$ cat config.mk
export PLATFORM = sky130hd
export DESIGN_NAME = multicycle_ctrl
export DESIGN_NICKNAME = d
export VERILOG_FILES = /design/src/rtl/multicycle_ctrl.sv
export SDC_FILE = /design/constraint.sdc
export NUM_CORES = 1
export LEC_CHECK = 0
export CAP_MARGIN = 20
export CORE_MARGIN = 2
export CORE_UTILIZATION = 47
export DETAILED_ROUTE_END_ITERATION = 10
export GPL_TIMING_DRIVEN = 0
export PLACE_DENSITY = 0.85
export SETUP_SLACK_MARGIN = 0.5
export SLEW_MARGIN = 20
export SYNTH_ARGS = -nofsm -noshare
export SYNTH_HDL_FRONTEND = slang
export SYNTH_SLANG_ARGS = --single-unit
$ cat constraint.sdc
create_clock -name clk_i -period 5.1 [get_ports clk_i]
set_input_delay 1.02 -clock clk_i [delete_from_list [all_inputs] [get_ports clk_i]]
set_output_delay 1.02 -clock clk_i [all_outputs]
set_load 0.1 [all_outputs]
$ cat src/rtl/multicycle_ctrl.sv
// -----------------------------------------------------------------------------
// multicycle_ctrl
//
// Control FSM for a multi-cycle RV32I core. Sequences FETCH -> DECODE ->
// EXECUTE -> (MEM) -> (WRITEBACK) and drives every datapath enable/select.
// The instruction class is captured in DECODE. Later states decode their
// outputs from state + class, plus the IR fields, which the datapath holds
// stable for the whole instruction.
// Both memories are handshaked with a bounded wait. A missing ready or an
// unsupported instruction parks the FSM in TRAP until reset.
//
// Ports
//   clk_i              clock, rising edge
//   rst_i              synchronous reset, active-high; forces all outputs to 0
//   op_code_i          IR[6:0]
//   funct3_i           IR[14:12]
//   funct7_i           IR[31:25]
//   alu_zero_i         ALU result == 0 (branch compare)
//   imem_ready_i       instruction word valid this cycle
//   dmem_ready_i       data access complete this cycle
//   imem_req_o         instruction fetch request
//   ir_wr_en_o         IR load pulse
//   pc_wr_en_o         PC load pulse
//   pc_src_sel_o       0: pc+4, 1: branch target
//   regf_wr_en_o       register file write
//   regf_wr_src_sel_o  0: ALU result, 1: dmem read data
//   alu_src2_sel_o     0: rs2, 1: immediate
//   alu_op_o           ALU operation {funct7[5], funct3} style encoding
//   mem_r_en_o         data memory read request
//   mem_wr_en_o        data memory write request
//   illegal_o          sticky: unsupported instruction decoded
//   timeout_o          sticky: memory ready not seen in time
//   state_o            current state (debug)
// -----------------------------------------------------------------------------
module multicycle_ctrl #(
    parameter int MemTimeout = 16,
    parameter int CntWidth   = $clog2(MemTimeout + 1)
) (
    input  logic       clk_i,
    input  logic       rst_i,
    input  logic [6:0] op_code_i,
    input  logic [2:0] funct3_i,
    input  logic [6:0] funct7_i,
    input  logic       alu_zero_i,
    input  logic       imem_ready_i,
    input  logic       dmem_ready_i,
    output logic       imem_req_o,
    output logic       ir_wr_en_o,
    output logic       pc_wr_en_o,
    output logic       pc_src_sel_o,
    output logic       regf_wr_en_o,
    output logic       regf_wr_src_sel_o,
    output logic       alu_src2_sel_o,
    output logic [3:0] alu_op_o,
    output logic       mem_r_en_o,
    output logic       mem_wr_en_o,
    output logic       illegal_o,
    output logic       timeout_o,
    output logic [2:0] state_o
);

    typedef enum logic [2:0] {
        S_FETCH     = 3'd0,
        S_DECODE    = 3'd1,
        S_EXECUTE   = 3'd2,
        S_MEM       = 3'd3,
        S_WRITEBACK = 3'd4,
        S_TRAP      = 3'd5
    } state_t;

    typedef enum logic [2:0] {
        C_NONE,
        C_R,
        C_I,
        C_LOAD,
        C_STORE,
        C_BR
    } class_t;

    localparam logic [6:0] OP_R     = 7'b0110011;
    localparam logic [6:0] OP_I     = 7'b0010011;
    localparam logic [6:0] OP_LOAD  = 7'b0000011;
    localparam logic [6:0] OP_STORE = 7'b0100011;
    localparam logic [6:0] OP_BR    = 7'b1100011;

    localparam logic [CntWidth-1:0] CntMax = CntWidth'(MemTimeout);

    // C_NONE doubles as "illegal": unknown opcodes and branch funct3 other than BEQ/BNE.
    function automatic class_t decode_class(input logic [6:0] op, input logic [2:0] f3);
        case (op)
            OP_R:     return C_R;
            OP_I:     return C_I;
            OP_LOAD:  return C_LOAD;
            OP_STORE: return C_STORE;
            OP_BR:    return (f3 == 3'b000 || f3 == 3'b001) ? C_BR : C_NONE;
            default:  return C_NONE;
        endcase
    endfunction

    // Only SRAI (funct3 101) uses funct7[5] among the immediate ops; the other
    // I-type encodings put immediate bits there, so they must not leak into alu_op.
    function automatic logic [3:0] alu_op_for(input class_t c, input logic [2:0] f3,
                                              input logic f7_b5);
        case (c)
            C_R:     return {f7_b5, f3};
            C_I:     return {(f3 == 3'b101) ? f7_b5 : 1'b0, f3};
            C_BR:    return 4'b1000;
            default: return 4'b0000;
        endcase
    endfunction

    state_t                state, state_next;
    class_t                cls, cls_next;
    logic [CntWidth-1:0]   wait_cnt, wait_cnt_next;
    logic                  illegal, illegal_next;
    logic                  timeout, timeout_next;

    logic                  imem_req, ir_wr_en, pc_wr_en, pc_src_sel;
    logic                  regf_wr_en, regf_wr_src_sel, alu_src2_sel;
    logic [3:0]            alu_op;
    logic                  mem_r_en, mem_wr_en;
    logic                  take;

    // funct7 only contributes bit 5 to the ALU encoding.
    logic                  unused_funct7;
    assign unused_funct7 = ^{funct7_i[6], funct7_i[4:0]};

    assign take = (funct3_i == 3'b000) ? alu_zero_i : !alu_zero_i;

    // NOTE: state registers use non-blocking assignments so every flop samples
    // the pre-edge value of every other flop, independent of block order.
    always_ff @(posedge clk_i) begin
        if (rst_i) begin
            state    <= S_FETCH;
            cls      <= C_NONE;
            wait_cnt <= '0;
            illegal  <= 1'b0;
            timeout  <= 1'b0;
        end else begin
            state    <= state_next;
            cls      <= cls_next;
            wait_cnt <= wait_cnt_next;
            illegal  <= illegal_next;
            timeout  <= timeout_next;
        end
    end

    // NOTE: every signal written here gets a default first; a path that leaves
    // one unassigned would infer a latch.
    always_comb begin
        state_next      = state;
        cls_next        = cls;
        wait_cnt_next   = wait_cnt;
        illegal_next    = illegal;
        timeout_next    = timeout;
        imem_req        = 1'b0;
        ir_wr_en        = 1'b0;
        pc_wr_en        = 1'b0;
        pc_src_sel      = 1'b0;
        regf_wr_en      = 1'b0;
        regf_wr_src_sel = 1'b0;
        alu_src2_sel    = 1'b0;
        alu_op          = 4'b0000;
        mem_r_en        = 1'b0;
        mem_wr_en       = 1'b0;

        case (state)
            S_FETCH: begin
                imem_req = 1'b1;
                if (imem_ready_i) begin
                    ir_wr_en   = 1'b1;
                    pc_wr_en   = 1'b1;
                    state_next = S_DECODE;
                end else if (wait_cnt == CntMax) begin
                    state_next   = S_TRAP;
                    timeout_next = 1'b1;
                end else begin
                    wait_cnt_next = wait_cnt + 1'b1;
                end
            end

            S_DECODE: begin
                if (decode_class(op_code_i, funct3_i) == C_NONE) begin
                    state_next   = S_TRAP;
                    illegal_next = 1'b1;
                end else begin
                    cls_next   = decode_class(op_code_i, funct3_i);
                    state_next = S_EXECUTE;
                end
            end

            S_EXECUTE: begin
                alu_src2_sel = (cls == C_I) || (cls == C_LOAD) || (cls == C_STORE);
                alu_op       = alu_op_for(cls, funct3_i, funct7_i[5]);
                case (cls)
                    C_R, C_I: state_next = S_WRITEBACK;
                    C_LOAD, C_STORE: begin
                        state_next    = S_MEM;
                        wait_cnt_next = '0;
                    end
                    C_BR: begin
                        pc_wr_en      = take;
                        pc_src_sel    = take;
                        state_next    = S_FETCH;
                        wait_cnt_next = '0;
                    end
                    default: begin
                        // Unreachable: DECODE never lets C_NONE through.
                        state_next   = S_TRAP;
                        illegal_next = 1'b1;
                    end
                endcase
            end

            S_MEM: begin
                // Address computation stays on the ALU for the whole access.
                alu_src2_sel = 1'b1;
                alu_op       = alu_op_for(cls, funct3_i, funct7_i[5]);
                mem_r_en     = (cls == C_LOAD);
                mem_wr_en    = (cls == C_STORE);
                if (dmem_ready_i) begin
                    if (cls == C_LOAD) begin
                        state_next = S_WRITEBACK;
                    end else begin
                        state_next    = S_FETCH;
                        wait_cnt_next = '0;
                    end
                end else if (wait_cnt == CntMax) begin
                    state_next   = S_TRAP;
                    timeout_next = 1'b1;
                end else begin
                    wait_cnt_next = wait_cnt + 1'b1;
                end
            end

            S_WRITEBACK: begin
                // ALU controls stay put so an unregistered ALU result is still valid.
                regf_wr_en      = 1'b1;
                regf_wr_src_sel = (cls == C_LOAD);
                alu_src2_sel    = (cls == C_I) || (cls == C_LOAD);
                alu_op          = alu_op_for(cls, funct3_i, funct7_i[5]);
                state_next      = S_FETCH;
                wait_cnt_next   = '0;
            end

            S_TRAP: begin
                // Parked until reset; everything stays deasserted.
            end

            default: state_next = S_TRAP;
        endcase
    end

    // Reset is applied at the pins too, so outputs are already quiet during the
    // reset cycle itself (e.g. an abandoned MEM access drops immediately).
    assign imem_req_o        = imem_req        & ~rst_i;
    assign ir_wr_en_o        = ir_wr_en        & ~rst_i;
    assign pc_wr_en_o        = pc_wr_en        & ~rst_i;
    assign pc_src_sel_o      = pc_src_sel      & ~rst_i;
    assign regf_wr_en_o      = regf_wr_en      & ~rst_i;
    assign regf_wr_src_sel_o = regf_wr_src_sel & ~rst_i;
    assign alu_src2_sel_o    = alu_src2_sel    & ~rst_i;
    assign alu_op_o          = rst_i ? 4'b0000 : alu_op;
    assign mem_r_en_o        = mem_r_en        & ~rst_i;
    assign mem_wr_en_o       = mem_wr_en       & ~rst_i;
    assign illegal_o         = illegal         & ~rst_i;
    assign timeout_o         = timeout         & ~rst_i;
    assign state_o           = rst_i ? 3'd0 : state;

endmodule

* Yosys cells after proc, flatten, opt, wreduce, memory -nomap -nowiden *
Cells that the tools add are included.

storage, ports and cells
  register bits after elaboration = 13
  output and inout port bits = 18
  logic and storage cells = 102

cells by class
  equality and inequality tests = 24
  bitwise logic cells = 13
  $add $sub $neg = 1
  mux-type cells = 40
  reduce and logical (&&, ||, !) cells = 19

operators by type and width
  kind                   count
  $mux W5                5
  $mux W3                8
  $pmux W5 S4            1
  $pmux W3 S6            1
  $mux W1                16
  $eq A3 B3 Y1 const B   5
  $pmux W3 S5            1
  $eq A7 B6 Y1 const B   2
  $eq A3 B2 Y1 const B   4
  $pmux W4 S3            1
  $and A1 B1 Y1          11
  $ne A2 B2 Y1 const B   5
  $eq A3 B1 Y1 const B   3
  $logic_not A3 Y1       3
  $pmux W3 S3            1
  $mux W4                2
  $eq A7 B2 Y1 const B   1
  $eq A7 B5 Y1 const B   1
  $eq A7 B7 Y1 const B   1
  $pmux W1 S2            3
  $reduce_and A3 Y1      2
  $reduce_or A3 Y1       2
  $add A5 B1 Y5 const B  1
  $eq A5 B5 Y1 const B   1
  11 further kinds       16

* Depth between registers and ports, before layout *
  depth after elaboration = 8
  gate-level depth with buffers = 8
  mapped depth without buffers = 7

* Worst setup path after synthesis *
OpenSTA, ideal clock, no wires.

  kind = input port to output port
  from = input rst_i
  to = output pc_wr_en_o
  setup slack = -0.597 ns
  data arrival time = 4.677 ns
  buffers on the path = 0
  stages on the path = 3
  path through = nor3_1 and2_1 or2_2

between the ends
  cells in the longest elaborated chain, start to end = 2

ends and longest elaborated chain
  what             RTL line  RTL
  start, declared  40        input logic rst_i,
  $not A1 Y1       258       assign pc_wr_en_o = pc_wr_en & ~rst_i;
  $and A1 B1 Y1    258
  end, declared    49        output logic pc_wr_en_o,

No other way between the ends.

* Worst setup path after layout *
  from = input rst_i
  to = output alu_op_o[0]

between the ends
  cells in the longest elaborated chain, start to end = 1

ends and longest elaborated chain
  what           RTL line  RTL
  $mux W4        263       assign alu_op_o = rst_i ? 4'b0000 : alu_op;
  end, declared  54        output logic [3:0] alu_op_o,

No other way between the ends.

==> flow_summary.json <==
{
  "power_density_mw_per_mm2": 195,
  "stdcell_count": 206,
  "fin_crit_ns": 4.44,
  "synth_mux_area_share_pct": 1.89,
  "post_dp_cell_area_mm2": 0.00144,
  "switching_share_pct": 37.9,
  "worstPathMaxFanout": 3,
  "start_kind": "input pin",
  "cts_root_buf": "clkbuf_4",
  "diodes": 0,
  "syn_inst": 141,
  "power_frac_comb_pct": 37.2,
  "die-area_mm2": 0.00265,
  "dp_cells": 202,
  "cts_buffer_depth": 2,
  "synth.distinct_cells": 41,
  "synthesis.area_mm2": 0.00106,
  "synth_nets": 166,
  "first_pass_iters": 4,
  "final_area_mm2": 0.00146,
  "grt_overflow": 0,
  "setup.worst_path.class": "in2out",
  "route.detailed.drc": 0,
  "hold_depth": 2,
  "antenna_found_initial": 0,
  "drt-total-wl_mm": 2.63,
  "antenna_left": 0,
  "power.share.clock_pct": 23.2,
  "slew_headroom_pct": 35.0,
  "p_int_uw": 178,
  "area_growth_pct": 38.0,
  "die_x_um": 51.5,
  "p_seq_share_pct": 39.7,
  "vias_per_cell": 5.65,
  "final_util_pct": 67.5,
  "rr_worst_depth": 6,
  "finalMaxSlewViolations": 0,
  "final_nets": 204,
  "post_cts_resized": 0,
  "arrival_ns": 3.42,
  "fin_skew_ns": 0.00386,
  "tns_ns": 0,
  "fin_crit_sh_pct": 87.0,
  "synth_top_area_share_pct": 24.5,
  "hold_path.class": "reg2reg",
  "htree_levels": 1,
  "grt_pass1_vias": 1036,
  "grt_max_degree": 11,
  "core_mm2": 0.00217,
  "drive_above_1_share_pct": 10.7,
  "drv_cap": 0,
  "p_switching_uw": 108,
  "avgSynthCellArea_um2": 7.52,
  "cts_post_setup_buffers_inserted": 0,
  "grt_pass1_wl_mm": 4.35,
  "worst_skew_pair.late_latency_ns": 0.28,
  "synth-edff-count": 0,
  "place_congestion": 0.902,
  "p_leak_uw": 0.000496,
  "vias": 1164,
  "clk_pin_slew_worst_paths_ns": 0.09,
  "start_util_pct": 48.9,
  "synthArstFlopShare_pct": 0,
  "finalSetupViolations": 0,
  "irDropWorstVdd_uv": 116,
  "synth-adder-area-share_pct": 3.54,
  "ys.flop_type": "dfxtp_1",
  "synth_commonest_cells": "nor2_1, dfxtp_1, o21ai_0",
  "grtUsageTotal_pct": 20.7,
  "cts_num_sinks": 13,
  "ys_warn_count": 0,
  "synth_top_family_by_area": "simple AND/OR/NAND/NOR gates",
  "synthTopCellsByArea": "dfxtp_1, nor2_1, xnor2_1, o21ai_0, nor2b_1",
  "synth_simple_gate_area_share_pct": 42.3,
  "cts_tree": "built",
  "setup.worst_path.end_class": "output pin",
  "required_ns": 4.08,
  "worstMarginPinSlew_ns": 0.972,
  "drt_iter0_drc": 24,
  "ioPinCount": 40,
  "cts_made_buffers": 3,
  "synth_xor_area_share_pct": 5.78,
  "port_buffers": 33,
  "outcome": "completed",
  "cts_hold_buf": 0,
  "ys_seq_elements": 13,
  "rsz0062_at_grt": "false",
  "fp.dieH_um": 51.5,
  "clock.fmax_mhz": 225,
  "yosysSeqAreaShare_pct": 24.5,
  "synth_compound_area_share_pct": 15.8,
  "routedWlPerCell_um": 12.7,
  "totalPowerFinal_uw": 286,
  "hold_violations": 0,
  "yosysMostFrequentCell": "nor2_1",
  "hpwlAfterDp_mm": 2.07,
  "synth_area_leader_cell": "dfxtp_1",
  "fp-row-count": 17
}
## through the flow
| step | hold WS [ns] | setup slack, ns |
|---|---|---|
| final | 0.475 | 0.663 |
| after global routing | 0.513 | 0.586 |
| after CTS | 0.477 | 0.664 |
| after detailed placement | 0.457 | 0.672 |
| after global placement | 0.451 | 0.725 |
| after floorplan | 0.429 | -0.0103 |
## worst max-delay path: stages
cell	delay, ns
clkdlybuf4s50_1	0.45
or2_2	0.34
nor3_1	0.29
and2_1	0.19
clkdlybuf4s50_1	1.13
## state kept, by name, summed over array words and instances, names as in the netlist
register	cells
cls	3
illegal	1
state	3
timeout	1
wait_cnt	5
## logic make-up (layout without fill, tap and decap cells)
family	count (synthesis)	after routing
buf+inv	14	51
simple gates	75	75
mux	2	2
compound gates	27	27
xor+xnor	7	7
flops	13	13
fa+ha+maj	3	3
## worst paths after layout
check                                  from           to  slack (ns)
worst min-delay path                timeout      timeout        0.47
worst max register to register  wait_cnt[0]     state[1]        3.41
worst max-delay path                  rst_i  alu_op_o[0]        0.66
worst min register to register      timeout      timeout        0.47
## power groups by stage
| stage | Sequential (uW) | Combinational (uW) | Clock [uW] |
|---|---|---|---|
| final | 113 | 106 | 66.2 |
| after global routing | 114 | 114 | 70.9 |
| after CTS | 113 | 106 | 65.6 |
| after detailed placement | 115 | 106 | 0 |
| after global placement | 115 | 104 | 0 |
| after floorplan | 114 | 74.9 | 0 |
## cell type report
class	instances	area [um^2]
clock buffer	4	26.3
inverter	6	22.5
timing repair buffer	33	330
fill	201	706
tap	28	35.0
sequential	13	260
multi-input combinational	114	747
buffer	8	42.5
## per-layer routing
metal,global-route usage (%),vias to the layer above,routed length [um]
li1,-,574,-
met1,28.5,548,1250
met2,34.2,36,1210
met3,2.01,6,123
met4,6.58,0,46
met5,0,-,0
## cells in the final DEF (no fill, tap or decap), types with 4 or more instances in the layout
master           synthesis  layout
o21ai_0                 10      10
or2_2                    4       4
nor4_1                   4       4
and2b_1                  4       4
nor2_1                  18      18
nor2b_1                  7       7
inv_1                    6       6
dfxtp_1                 13      13
clkdlybuf4s50_1          0      33
a21oi_1                  6       6
nand3_1                  4       4
clkbuf_1                 3       4
and2_1                   4       4
xnor2_1                  7       7
nand2_1                  6       6
nor3_1                   7       6
Power figures use the tool's default switching activity.
